===== src/rtl/mem_copy_engine.sv =====
// Word-granular block-copy initiator that owns the data-memory port while busy.
// Optional MEMCPY_FILL_EN adds a pattern-fill mode (fill_mode/fill_data) that skips reads.
module mem_copy_engine #(
  parameter int MEM_BYTES = 1024,
  parameter int LEN_W     = 9
) (
  input  logic             clk,
  input  logic             reset,
  input  logic             start,
  input  logic [31:0]      src_addr,
  input  logic [31:0]      dst_addr,
  input  logic [LEN_W-1:0] len,
`ifdef MEMCPY_FILL_EN
  input  logic             fill_mode,
  input  logic [31:0]      fill_data,
`endif
  output logic             busy,
  output logic             done,
  output logic             err,
  output logic             mem_rd,
  output logic             mem_wr,
  output logic [31:0]      mem_addr,
  output logic [31:0]      mem_wdata,
  input  logic [31:0]      mem_rdata
);

  localparam logic [33:0] MEM_LIMIT = 34'(MEM_BYTES);

  typedef enum logic [1:0] {S_IDLE, S_READ, S_WRITE, S_DONE} state_t;

  state_t           r_state, w_state_next;
  logic [31:0]      r_src, r_dst, r_buf;
  logic [LEN_W-1:0] r_len, r_idx;
  logic             r_err;

  logic             w_fill_req, w_fill;
  logic [31:0]      w_fill_word;
  logic [33:0]      w_span, w_src_end, w_dst_end;
  logic             w_bad_src, w_bad_dst, w_reject, w_last;
  logic [31:0]      w_offset;

`ifdef MEMCPY_FILL_EN
  logic        r_fill;
  logic [31:0] r_fill_data;

  always_ff @(posedge clk) begin
    if (!reset) begin
      r_fill      <= 1'b0;
      r_fill_data <= '0;
    end else if (r_state == S_IDLE && start) begin
      r_fill      <= fill_mode;
      r_fill_data <= fill_data;
    end
  end

  assign w_fill_req  = fill_mode;
  assign w_fill      = r_fill;
  assign w_fill_word = r_fill_data;
`else
  assign w_fill_req  = 1'b0;
  assign w_fill      = 1'b0;
  assign w_fill_word = '0;
`endif

  // 34-bit end addresses so a huge base plus length cannot wrap into range.
  assign w_span    = 34'({len, 2'b00});
  assign w_src_end = {2'b00, src_addr} + w_span;
  assign w_dst_end = {2'b00, dst_addr} + w_span;
  assign w_bad_src = !w_fill_req && ((src_addr[1:0] != 2'b00) || (w_src_end > MEM_LIMIT));
  assign w_bad_dst = (dst_addr[1:0] != 2'b00) || (w_dst_end > MEM_LIMIT);
  assign w_reject  = w_bad_src || w_bad_dst;
  assign w_offset  = 32'({r_idx, 2'b00});
  assign w_last    = (r_idx == r_len - LEN_W'(1));
  assign err       = r_err;

  always_ff @(posedge clk) begin
    if (!reset) r_state <= S_IDLE;
    else        r_state <= w_state_next;
  end

  always_comb begin
    w_state_next = r_state;
    busy         = 1'b0;
    done         = 1'b0;
    mem_rd       = 1'b0;
    mem_wr       = 1'b0;
    mem_addr     = '0;
    mem_wdata    = '0;
    case (r_state)
      S_IDLE: begin
        if (start) begin
          if (len == '0 || w_reject) w_state_next = S_DONE;
          else if (w_fill_req)       w_state_next = S_WRITE;
          else                       w_state_next = S_READ;
        end
      end
      S_READ: begin
        busy         = 1'b1;
        mem_rd       = 1'b1;
        mem_addr     = r_src + w_offset;
        w_state_next = S_WRITE;
      end
      S_WRITE: begin
        busy      = 1'b1;
        mem_wr    = 1'b1;
        mem_addr  = r_dst + w_offset;
        mem_wdata = w_fill ? w_fill_word : r_buf;
        if (w_last)      w_state_next = S_DONE;
        else if (w_fill) w_state_next = S_WRITE;
        else             w_state_next = S_READ;
      end
      S_DONE: begin
        done         = 1'b1;
        w_state_next = S_IDLE;
      end
      default: w_state_next = S_IDLE;
    endcase
  end

  always_ff @(posedge clk) begin
    if (!reset) begin
      r_src <= '0;
      r_dst <= '0;
      r_len <= '0;
      r_idx <= '0;
      r_buf <= '0;
      r_err <= 1'b0;
    end else begin
      case (r_state)
        S_IDLE: begin
          if (start) begin
            r_src <= src_addr;
            r_dst <= dst_addr;
            r_len <= len;
            r_idx <= '0;
            r_err <= (len != '0) && w_reject;
          end
        end
        S_READ:  r_buf <= mem_rdata;
        S_WRITE: if (!w_last) r_idx <= r_idx + LEN_W'(1);
        default: ;
      endcase
    end
  end

endmodule


===== config.mk =====
export PLATFORM = sky130hd
export DESIGN_NAME = mem_copy_engine
export DESIGN_NICKNAME = d
export VERILOG_FILES = /design/src/rtl/mem_copy_engine.sv
export SDC_FILE = /design/constraint.sdc
export NUM_CORES = 1
export LEC_CHECK = 0
export BUFFER_PORTS_ARGS = -buffer_cell sky130_fd_sc_hd__buf_2
export CAP_MARGIN = 20
export CORE_MARGIN = 4
export CORE_UTILIZATION = 55
export CTS_CLUSTER_DIAMETER = 200
export CTS_CLUSTER_SIZE = 12
export DETAILED_ROUTE_END_ITERATION = 7
export PLACE_DENSITY = 0.78
export SLEW_MARGIN = 20
export SYNTH_ARGS = -nofsm -noshare
export SYNTH_HDL_FRONTEND = slang
export SYNTH_SLANG_ARGS = --single-unit

===== constraint.sdc =====
create_clock -name clk -period 9.4 [get_ports clk]
set_input_delay 1.88 -clock clk [delete_from_list [all_inputs] [get_ports clk]]
set_output_delay 1.88 -clock clk [all_outputs]
set_load 0.02 [all_outputs]

==> impl_summary.md, run 1 <==
Status
The flow ran to the end, and the final reports show no timing, DRC or antenna violations.

Worst setup path
Among the stages of the critical path, the cell type that occurs most often is sky130_fd_sc_hd__a21boi_0. The number of buffers and inverters on the critical path is 3. The signal on the critical path passes through inv_1, ha_2, buf_4, mux2_2, ha_1, a21boi_0, o21ai_0, a21boi_0, o2111ai_1, a21boi_0, xnor2_1, o32ai_1, buf_2. The delay contributed by the slowest stage of the critical path is just under 0.7 ns. The worst setup path category is reg2out. The startpoint kind of the worst setup timing path is a register. The category of cells accounting for the largest share of critical-path delay is compound AO/OA/AOI/OAI gates. The standard cell with the maximum stage delay on the critical path is sky130_fd_sc_hd__buf_4. STA classifies the critical path endpoint as a primary output. The data required time at the worst endpoint is around 7.5 ns. Along the worst path, the maximum fanout reaches 79. The worst endpoint data arrival time is just under 5 ns.

Synth
The synthesis warning total is 0. Among all cell types in the netlist, the one instantiated most often is sky130_fd_sc_hd__nand2_1. Yosys mapped a number of flops with a built-in enable equal to 0. The synthesized area per cell is between 7 and 8 um^2. In the synthesized netlist the dominant register cell turns out to be sky130_fd_sc_hd__dfxtp_1. The post-synthesis cell type count is 73. The post-synthesis cell count is around 1,100. The total nets after synthesis is around 1,200. Ranked by instance count, the synthesized netlist is headed by sky130_fd_sc_hd__nand2_1, sky130_fd_sc_hd__dfxtp_1, sky130_fd_sc_hd__a21boi_0. Of all flip-flops after synthesis, the portion carrying an async set or reset was 0. By area the synthesized netlist is led by sky130_fd_sc_hd__dfxtp_1, sky130_fd_sc_hd__nand2_1, sky130_fd_sc_hd__a21boi_0. The largest total area in the synthesized netlist belongs to sky130_fd_sc_hd__dfxtp_1. For this run, the register share of the synthesized area comes to 0.281. After synthesis the netlist holds a flip-flop and latch count of 117.

Of the post-synthesis cell area, the dominant cell type holds 0.281. The mapped netlist covers roughly 0.0083 mm^2.

Clocking
The clock passes through at most 2 buffers. The post-cts hold buffer count is 0. The TritonCTS buffer count is 17. After clock tree synthesis, the repair step resized 0 gates. The clock insertion delay at the later pin of the skew report is around 0.42 ns.

TritonCTS built the clock tree. For this design, the sink count on the clock tree is around 120. Clock-pin slew was measured on the worst setup and hold paths at around 0.050 ns. The H-tree was split into 4 levels. The number of post-CTS setup repair buffers is 0. The cell chosen for the clock root is sky130_fd_sc_hd__clkbuf_16.

Place
The placed cell area is between 0.009 and 0.01 mm^2. Counting tap cells, the placed design contains a total of 1,387 instances. The worst-case setup slack after placement is between 3 and 4 ns.

The count of buffers added on input and output ports is around 180. The weighted congestion reported at the end of routability-driven placement is between 0.9 and 1. Detailed placement finished with a half-perimeter wire length of ~18 mm.

Cells and area
The area growth from synthesis to final layout is 19.3%. The count of filler cells inserted in the layout is 1,237. The repair_antennas step left the layout with diodes totalling 0. Of the cells placed in the final design, the portion with a size suffix greater than 1 is 0.199. In the final design database the tool counted 1,366 nets. After the flow finishes, the layout carries non-filler instances totaling 1,418. The total non-filler cell area in the finished layout is approximately 0.0099 mm^2.

STA
Setup violations remaining at the end of the flow were counted as 0. Counting I/O delays and the setup requirement, the final critical path takes a little under 7 ns. The final clock skew is between 0.01 and 0.015 ns. The maximum clock frequency is roughly 150 MHz.

The slew at the pin closest to its max-slew limit is roughly 0.9 ns. Setup repair after global routing left no endpoint under its margin. The final period utilization is 0.725.

Headroom to the max-slew limit came out at 0.387. The final hold violation count is 0. The total count of max-transition violations in the final report was 0. Setup slack closes at around 2.6 ns. The accumulated negative setup slack is 0 ns.

Power and ir drop
The total power density per cell area is around 180 mW/mm^2. The leakage power is 4.03 nW. IR analysis of the VDD net gives a maximum drop of between 0.0001 and 0.00015 V.

Global route
The number of antenna violations at the first check in global routing was 0. The via count of the first global-routing pass is just under 8,000. The total overflow left after global routing is 0. Entering global routing, the biggest net connects around 110 pins.

The first global-routing pass estimated between 40 and 50 mm of wire. For this run, the total global-route usage over all layers was measured as 0.283.

Route
After the first detailed-routing iteration, the DRC count stood at approximately 740. Detailed routing inserted a total of between 8,000 and 9,000 vias. Before antenna repair, the detailed router went through 6 iterations. The number of remaining DRC errors is 0.

The overall routed net length is 25.1 mm. Dividing the detail-routed wire length by the instance count gives around 18 um. The final antenna-violating net count is 0.

Dividing the detail-routed via count by the number of cells gives ~5.9.

Floorplanning
The die span in x is ~130 um. The count of pins on the block boundary is about 180. The number of core rows is 44. The overall die area is between 0.015 and 0.02 mm^2. The die outline height is ~130 um.

For this configuration, the core starts out at a cell density of 0.568. After floorplanning, the core was sized to cover ~0.015 mm^2.

Job
The max-capacitance violation count is 0.

Worst hold path
The type of the most critical hold path is reg2reg.
==> report_power, final <==
group | switching, mW | total (mW) | internal [mW]
combinational | 0.327 | 0.526 | 0.199
sequential | 0.0421 | 0.595 | 0.553
clock | 0.225 | 0.706 | 0.481
==> registers in the layout, indices dropped and copies added (netlist names) <==
signal / flops
err: 1
r_buf: 32
r_dst: 32
r_idx: 9
r_len: 9
r_src: 32
r_state: 2
==> worst paths after layout <==
| kind | start | endpoint | slack [ns] | cells after the start |
|---|---|---|---|---|
| setup / recovery | r_state[0]$_SDFFE_PN0P_ | mem_addr[14] | 2.58 | 13 |
| hold / removal | r_src[15]$_SDFFE_PN0P_ | r_src[15]$_SDFFE_PN0P_ | 0.47 | 2 |
| setup reg to reg | r_state[0]$_SDFFE_PN0P_ | r_idx[8]$_SDFFE_PN0P_ | 6.49 | 9 |
| hold reg to reg | r_src[15]$_SDFFE_PN0P_ | r_src[15]$_SDFFE_PN0P_ | 0.47 | 2 |
==> area by class of cell <==
class	instances	area, um^2	share of cell area
multi-input combinational	878	5710	0.574
sequential	117	2340	0.235
timing repair buffer	183	933	0.0938
clock buffer	21	460	0.0463
tap	184	230	0.0231
clock inverter	10	178	0.0179
inverter	25	93.8	0.00943
==> placed cells by master (no fill, tap or decap), drive strengths merged, types with 21 or more instances in the layout <==
cell	synthesis	routed
mux2i	55	55
ha	33	33
nand3	43	43
xor2	32	32
a21boi	79	79
a21oi	29	29
nand2	188	188
inv	25	25
nor3	28	28
nor2	67	67
nor2b	42	42
clkbuf	41	21
o21ai	39	39
and2	38	38
xnor2	26	26
dfxtp	117	117
buf	11	183
==> stage by stage <==
stage          total power [mW]  hold WS, ns   util
2_1_floorplan             0.969        0.440      -
3_3_place_gp               1.11        0.447  0.633
3_5_place_dp               1.12        0.455  0.633
4_1_cts                    1.82        0.466  0.677
5_1_grt                    1.91        0.480  0.677
6_report                   1.83        0.467  0.677
==> tightest hold or removal path, stage by stage, from the launching register on <==
cell                       delay, ns
sky130_fd_sc_hd__dfxtp_1        0.30
sky130_fd_sc_hd__nand2_1        0.05
sky130_fd_sc_hd__a21boi_0       0.06
==> per-layer routing <==
layer,share of wire,vias up,track usage
met5,0,-,0
met4,0.021,0,0.0893
met3,0.089,38,0.0654
met2,0.45,343,0.436
met1,0.44,3903,0.394
li1,-,4097,-
==> cell families after synthesis <==
group / Yosys count / synth area share
fa+ha+maj: 36 / 0.0567
mux: 67 / 0.0822
simple gates: 480 / 0.280
buf+inv: 77 / 0.0360
flops: 117 / 0.281
xor+xnor: 58 / 0.0609
compound gates: 237 / 0.204
Note: power is estimated with default switching activity, not from simulation.
==> run 2, diff against run 1 <==
--- a/config.mk
+++ b/config.mk
@@ -8,11 +8,11 @@
 export BUFFER_PORTS_ARGS = -buffer_cell sky130_fd_sc_hd__buf_2
 export CAP_MARGIN = 20
 export CORE_MARGIN = 4
-export CORE_UTILIZATION = 55
+export CORE_UTILIZATION = 51
 export CTS_CLUSTER_DIAMETER = 200
 export CTS_CLUSTER_SIZE = 12
 export DETAILED_ROUTE_END_ITERATION = 7
-export PLACE_DENSITY = 0.78
+export PLACE_DENSITY = 0.76
 export SLEW_MARGIN = 20
 export SYNTH_ARGS = -nofsm -noshare
 export SYNTH_HDL_FRONTEND = slang
==> constraint.sdc (replaced) <==
create_clock -name clk -period 5.5 [get_ports clk]
set_input_delay 1.1 -clock clk [delete_from_list [all_inputs] [get_ports clk]]
set_output_delay 1.1 -clock clk [all_outputs]
set_load 0.02 [all_outputs]
==> run 2 against run 1 <==
  * Worst hold slack lost 0.0054 ns
  * Clock power grew 61%
  * Clock-buffer cell count shrank 1
  * Via count shrank 0.55%
  * Largest cell class unchanged
  * Cell count grew 2.5%
  * Worst setup slack lost 2.3 ns
  * Clock skew shrank 0.0032 ns
  * Sequential cell count is the same
  * Register-to-register slack lost 3.9 ns
==> impl_summary.md, run 2 (synthesized netlist as in run 1, its figures left out) <==
Status
The run finished with clean final reports.

STA
Based on the critical path, the design can be clocked at up to about 190 MHz. The total count of max-transition violations in the final report is 0. The final period utilization is 0.957.

Setup repair after global routing could not meet its margin everywhere. The slew at the pin closest to its max-slew limit is between 0.9 and 1 ns. The post-layout worst setup margin is about 0.24 ns. The worst hold margin is between 0.4 and 0.5 ns. The routed design could run at a clock period as short as around 5.3 ns. The final hold violation count is 0.

The count of final setup violators is 0. The final clock skew is around 0.0076 ns. Measured against its own limit, the worst slew margin works out to 0.361.

Worst setup path
The maximum fanout along the worst path is 42. The largest individual stage delay along the critical path comes from the cell sky130_fd_sc_hd__o41ai_2. The delay contributed by the slowest stage of the critical path is between 0.5 and 0.6 ns. The kind of end point of the critical path is a primary output. The buffers plus inverters on the worst setup path is 3. The startpoint kind of the worst setup timing path is a register. The worst endpoint data arrival time is around 4.2 ns. The critical path goes through inv_1, ha_4, buf_4, mux2_2, ha_1, nand2_1, o41ai_2, nand4_1, or3_1, xor2_1, nor2_2, buf_2. On the critical path the largest part of the delay comes from simple AND/OR/NAND/NOR gates.

The critical path in this run is classified as reg2out. At the worst endpoint, the required time is around 4.4 ns.

Global route
The via count of the first global-routing pass is between 7,000 and 8,000. The total routing usage reported by global routing is 0.259. The number of antenna violations at the first check in global routing is 0. The maximum number of pins on one net before global-route repair is between 70 and 80.

Summed over all layers, the global routing overflow is 0. The first-pass GRT wire length is between 30 and 40 mm.

Clocking
The maximum root-to-sink buffer count is 2. The tree is rooted in a sky130_fd_sc_hd__clkbuf_16. The TritonCTS buffer count is 17. The number of post-CTS setup repair buffers is 0.

The quantity of gates resized following cts is 0. The clock edge transition at the registers on the reported setup and hold paths is approximately 0.05 ns. Counting every sink on the clock net gives between 100 and 150. The number of hold buffers added after CTS was 0. The clock insertion delay at the later pin of the skew report is ~0.4 ns.

The H-tree generated during clock tree synthesis spans 4 levels. The TritonCTS clock tree is built.

Place
OpenSTA, run right after detailed placement, puts the worst setup slack at approximately 0.63 ns. In this run the cell area measured after placement is approximately 0.0094 mm^2. In this run, placement finished with an instance count of 1,421. Routability-driven placement finished with a final weighted congestion of about 0.93.

Buffers placed on the I/O ports in this run total 176. Detailed placement ended at an HPWL of approximately 19 mm.

Power and ir drop
The share of power burned in combinational logic is 0.297. The share of total power dissipated in the clock network is 0.371. The analysis attributes to net switching a power of about 1.0 mW.

Cell internal power was estimated by the tool at 2.04 mW. Power spread over the standard cell area amounts to between 300 and 400 mW/mm^2. The switching portion of total power is 0.334. For this design the static power due to leakage is between 4 and 5 nW. The share of total power in sequential cells is 0.332.

IR analysis of the VDD net gives a maximum drop of roughly 0.00025 V.

Route
The routed length per placed instance is 16.9 um. Before antenna repair, the detailed router went through 6 iterations. The overall routed net length is 24.6 mm. The routed via count is between 8,000 and 9,000. The vias per cell is about 5.7. After the first detailed-routing iteration, the DRC count stood at 729. For this run, design rule violations remaining after detail routing come to 0. The count of nets left with antenna violations once routing finished came out at 0.

Floorplanning
The die covers 0.0185 mm^2. During I/O placement, the number of pins put on the boundary was 177. The number of core rows is between 40 and 50.

The die is roughly 140 um wide. The die outline height is between 100 and 150 um. For this configuration, the core starts out at a cell density of 0.523. The region available for standard cell placement spans 0.0159 mm^2.

Cells and area
In the final layout, the registers with the most flip-flops are r_buf: 32 flops, r_dst: 32 flops, r_src: 32 flops. The repair_antennas step left the layout with diodes totalling 0. Of the cells placed in the final design, the portion with a size suffix greater than 1 is 0.207. The area growth from synthesis to final layout is 20.3%. The number of nets in the layout is roughly 1,400. The library cells used most frequently in the layout, excluding fill and tap cells, are sky130_fd_sc_hd__nand2_1, sky130_fd_sc_hd__buf_2, sky130_fd_sc_hd__dfxtp_1, sky130_fd_sc_hd__a21boi_0, sky130_fd_sc_hd__nor2_1. The total non-filler cell area in the finished layout is about 0.010 mm^2.

The most common cell after layout, fill and taps aside is sky130_fd_sc_hd__nand2_1. The final instance count without filler cells is 1,453.

Job
The max-capacitance violation count is 0.

Worst hold path
The type of the most critical hold path is reg2reg.
==> run 2: routing by layer <==
metal,global-route usage,part of all wire,up-vias
met3,0.0559,0.080,40
li1,-,-,4094
met5,0,0,-
met2,0.403,0.44,323
met4,0.0857,0.025,0
met1,0.358,0.45,3878
==> run 2: through the flow <==
step / utilization / TNS [ns] / power [mW]
final: 0.629 / 0 / 3.06
after global routing: 0.629 / -0.0195 / 3.22
after CTS: 0.629 / 0 / 3.07
after detailed placement: 0.590 / 0 / 1.93
after global placement: 0.590 / 0 / 1.91
after floorplan: - / 0 / 1.66
==> run 2: final timing paths <==
path,from,endpoint,slack [ns],depth (start not counted)
worst max-delay path,r_state[0]$_SDFFE_PN0P_,mem_addr[27],0.24,12
worst min-delay path,r_src[15]$_SDFFE_PN0P_,r_src[15]$_SDFFE_PN0P_,0.46,2
worst max register to register,r_len[0]$_SDFFE_PN0P_,r_idx[8]$_SDFFE_PN0P_,2.64,9
worst min register to register,r_src[15]$_SDFFE_PN0P_,r_src[15]$_SDFFE_PN0P_,0.46,2
==> run 2: cell type report <==
type,instances,area (um^2)
sequential,117,2340
timing repair buffer,185,948
fill,1439,5910
multi-input combinational,878,5760
clock inverter,12,151
tap,216,270
inverter,25,93.8
clock buffer,20,467
==> run 2: power by group through the flow <==
stage          Combinational, mW  Clock (mW)  Sequential (mW)
2_1_floorplan              0.654           0             1.01
3_3_place_gp               0.885           0             1.03
3_5_place_dp               0.900           0             1.03
4_1_cts                    0.902        1.15             1.01
5_1_grt                    0.998        1.19             1.03
6_report                   0.908        1.14             1.02
==> run 2: tightest hold or removal path, delay by kind of cell (launching register included) <==
family / cells / cell delay, ns
AO/OA/AOI/OAI: 1 / 0.06
flip-flops: 1 / 0.30
AND/OR/NAND/NOR: 1 / 0.05
==> run 3, diff against run 2 <==
--- a/config.mk
+++ b/config.mk
@@ -12,7 +12,7 @@
 export CTS_CLUSTER_DIAMETER = 200
 export CTS_CLUSTER_SIZE = 12
 export DETAILED_ROUTE_END_ITERATION = 7
-export PLACE_DENSITY = 0.76
+export PLACE_DENSITY = 0.87
 export SLEW_MARGIN = 20
 export SYNTH_ARGS = -nofsm -noshare
 export SYNTH_HDL_FRONTEND = slang
==> constraint.sdc (replaced) <==
create_clock -name clk -period 5.5 [get_ports clk]
set_input_delay 1.1 -clock clk [delete_from_list [all_inputs] [get_ports clk]]
set_output_delay 1.1 -clock clk [all_outputs]
set_load 0.1 [all_outputs]
==> run 3 against run 2 <==
  * Critical path depth grew 3
  * Non-clock buffer count did not move
  * Worst hold slack worse by 0.0023 ns
  * Combinational power is 31% higher
  * Largest power group is now combinational logic
==> impl_summary.md, run 3 (synthesized netlist as in run 1, its figures left out) <==
Clocking
The TritonCTS clock tree is built. The clock drives between 100 and 150 sinks. The clock edge transition at the registers on the reported setup and hold paths is around 0.05 ns. In this run the deepest clock path goes through 2 buffers. The post-cts hold buffer count is 0. The cell chosen for the clock root is sky130_fd_sc_hd__clkbuf_16.

The clock insertion delay at the later pin of the skew report is approximately 0.41 ns. The TritonCTS buffer count is 17. The H-tree was split into 4 levels.

Worst setup path
The maximum fanout along the worst path is 17. The worst setup path category is reg2out. The worst setup path is launched from a register. The kind of end point of the critical path is a primary output. The worst flop-to-flop path startpoint is r_len[0]$_SDFFE_PN0P_.

The startpoint of the worst setup timing path is r_state[0]$_SDFFE_PN0P_. Data on the critical path arrives at its endpoint at 4.17 ns. At the worst endpoint, the required time is approximately 4.4 ns.

STA
The slew at the pin closest to its max-slew limit is approximately 0.88 ns. The clock period minus final worst setup slack is roughly 5.3 ns. The final period utilization is 0.959.

The worst pin sits at a relative slew slack of 0.405. The final clock skew is around 0.0051 ns. The post-layout worst setup margin is ~0.23 ns. The final hold violation count is 0. Setup violations remaining at the end of the flow were counted as 0.

The maximum clock frequency is about 190 MHz. The total count of max-transition violations in the final report came to 0.

Floorplanning
The number of core rows is 46. The initial utilization of the core area, before any placement, comes to 0.523. The die outline height is 136 um.

The core area is 0.0159 mm^2. about 180 I/O pins were placed. The die span in x is ~140 um. The overall die area is 0.0185 mm^2.

Global route
For this run the aggregate overflow at the end of global routing stands at 0. The global-route met3 utilization is 0.0489. After global routing, the most crowded layer is met2.

The first-pass GRT wire length is 40.3 mm. Entering global routing, the biggest net connects 60 pins. The via count of the first global-routing pass was between 8,000 and 9,000.

For met2 alone, demand over resource in global routing was 0.447. In the global route stage, overall resource usage came out at 0.271. The number of antenna violations at the first check in global routing was 0. For this run, global-route usage on met1 was measured as 0.356.

Route
In the final routed layout, each cell accounts on average for around 18 um. The overall routed net length is ~26 mm. For this block, the via count after detailed routing is 8,551. The vias per cell is about 5.9. The DRC violation total after the first TritonRoute iteration is between 600 and 700. The first TritonRoute pass finished after 6 iterations. The number of remaining DRC errors is 0.

The final antenna-violating net count is 0.

Cells and area
Fill cells in the final layout number around 1,300. The number of nets in the layout is around 1,400. The library cell used most frequently in the layout, excluding fill and tap cells, is sky130_fd_sc_hd__nand2_1.

Of the cells placed in the final design, the portion with a size suffix greater than 1 is 0.226. The library cells used most frequently in the layout, excluding fill and tap cells, are sky130_fd_sc_hd__nand2_1, sky130_fd_sc_hd__buf_2, sky130_fd_sc_hd__dfxtp_1, sky130_fd_sc_hd__a21boi_0, sky130_fd_sc_hd__mux2i_1. The largest registers in the layout are r_buf: 32 flops, r_dst: 32 flops, r_src: 32 flops.

The repair_antennas step left the layout with diodes totalling 0. After routing the design area is around 0.010 mm^2. Compared with the post-synthesis result, the final layout area differs by 25.7%.

Worst hold path
The tightest min-delay check is of the reg2reg type. In this run the most critical hold path is launched from err$_SDFFE_PN0P_.

Status
The run finished with clean final reports.

Place
Once detailed placement completed, the half-perimeter wirelength came to 19.7 mm. The worst-case setup slack after placement is between 0.5 and 0.6 ns. The placed cell area is approximately 0.0099 mm^2. The weighted congestion reported at the end of routability-driven placement is around 0.99.

Buffers placed on the I/O ports in this run total roughly 180.

Power and ir drop
The leakage power is 4.06 nW. IR analysis of the VDD net gives a maximum drop of about 0.00019 V. The total power density per cell area is 314 mW/mm^2.

Job
The max-capacitance violation count is 0.
run 3: changes by cell type in the layout (fill, tap and decap cells not counted), moves of 2 or more:
| cell | change |
|---|---|
| sky130_fd_sc_hd__a21boi_0 | -2 |
| sky130_fd_sc_hd__a21oi_1 | -2 |
| sky130_fd_sc_hd__a21oi_4 | +2 |
| sky130_fd_sc_hd__buf_12 | +19 |
| sky130_fd_sc_hd__buf_2 | -19 |
| sky130_fd_sc_hd__clkbuf_8 | -2 |
| sky130_fd_sc_hd__clkinv_2 | -2 |
| sky130_fd_sc_hd__clkinv_4 | +2 |
| sky130_fd_sc_hd__clkinvlp_4 | +2 |
| sky130_fd_sc_hd__nor2_1 | -17 |
| sky130_fd_sc_hd__nor2_2 | +2 |
| sky130_fd_sc_hd__nor2_4 | +15 |
| sky130_fd_sc_hd__nor3_1 | -3 |
| sky130_fd_sc_hd__nor3_2 | +2 |
run 3: timing repair:
action | 4_1_cts | 5_1_grt
endpoints found under the setup margin | 0 | 15
resized for setup | 0 | 2
setup buffers | 0 | 2
run 3: where the power goes:
part	switching, mW	total (mW)	internal [mW]
clock network	0.414	1.09	0.680
registers	0.0702	1.02	0.945
logic	0.810	1.19	0.376
total	1.29	3.30	2.00
run 3: final timing paths:
path | endpoint | slack [ns] | cells after the start
max | mem_addr[27] | 0.23 | 15
min | err$_SDFFE_PN0P_ | 0.46 | 2
min reg2reg | err$_SDFFE_PN0P_ | 0.46 | 2
max reg2reg | r_idx[8]$_SDFFE_PN0P_ | 2.63 | 9
run 3: area by class of cell:
cell class,count,area [um^2],area share
Inverter,25,93.8,0.00895
Timing Repair Buffer,185,1230,0.118
Sequential cell,117,2340,0.223
Multi-Input combinational cell,878,5960,0.568
Clock inverter,14,153,0.0146
Tap cell,216,270,0.0258
Clock buffer,18,439,0.0419
run 3: stage by stage:
step           utilization  TNS [ns]  instances  power [mW]  hold slack, ns
3_3_place_gp         0.619         0       1419        2.17           0.451
4_1_cts              0.656         0       1451        3.30           0.460
6_report             0.658         0       1453        3.30           0.460
5_1_grt              0.658   -0.0610       1453        3.44           0.474
2_1_floorplan            -    -0.225       1072        1.92           0.440
3_5_place_dp         0.619         0       1419        2.20           0.453
run 3: metal layers:
layer / vias to the layer above / part of all wire
li1: 4096 / -
met1: 3997 / 0.43
met2: 403 / 0.46
met3: 55 / 0.087
met4: 0 / 0.027
met5: - / 0
run 3: critical path, cell delays in order (launching register included):
cell and delay [ns]:
sky130_fd_sc_hd__dfxtp_1 0.33, sky130_fd_sc_hd__inv_1 0.12, sky130_fd_sc_hd__ha_4 0.30, sky130_fd_sc_hd__mux2_2 0.39, sky130_fd_sc_hd__ha_1 0.28, sky130_fd_sc_hd__a21o_1 0.10
sky130_fd_sc_hd__a21oi_1 0.09, sky130_fd_sc_hd__o21ai_1 0.19, sky130_fd_sc_hd__a2111oi_1 0.15, sky130_fd_sc_hd__o41ai_2 0.61, sky130_fd_sc_hd__nand4_1 0.17, sky130_fd_sc_hd__buf_4 0.21
sky130_fd_sc_hd__or3_1 0.32, sky130_fd_sc_hd__xor2_1 0.18, sky130_fd_sc_hd__nor2_4 0.13, sky130_fd_sc_hd__buf_12 0.18
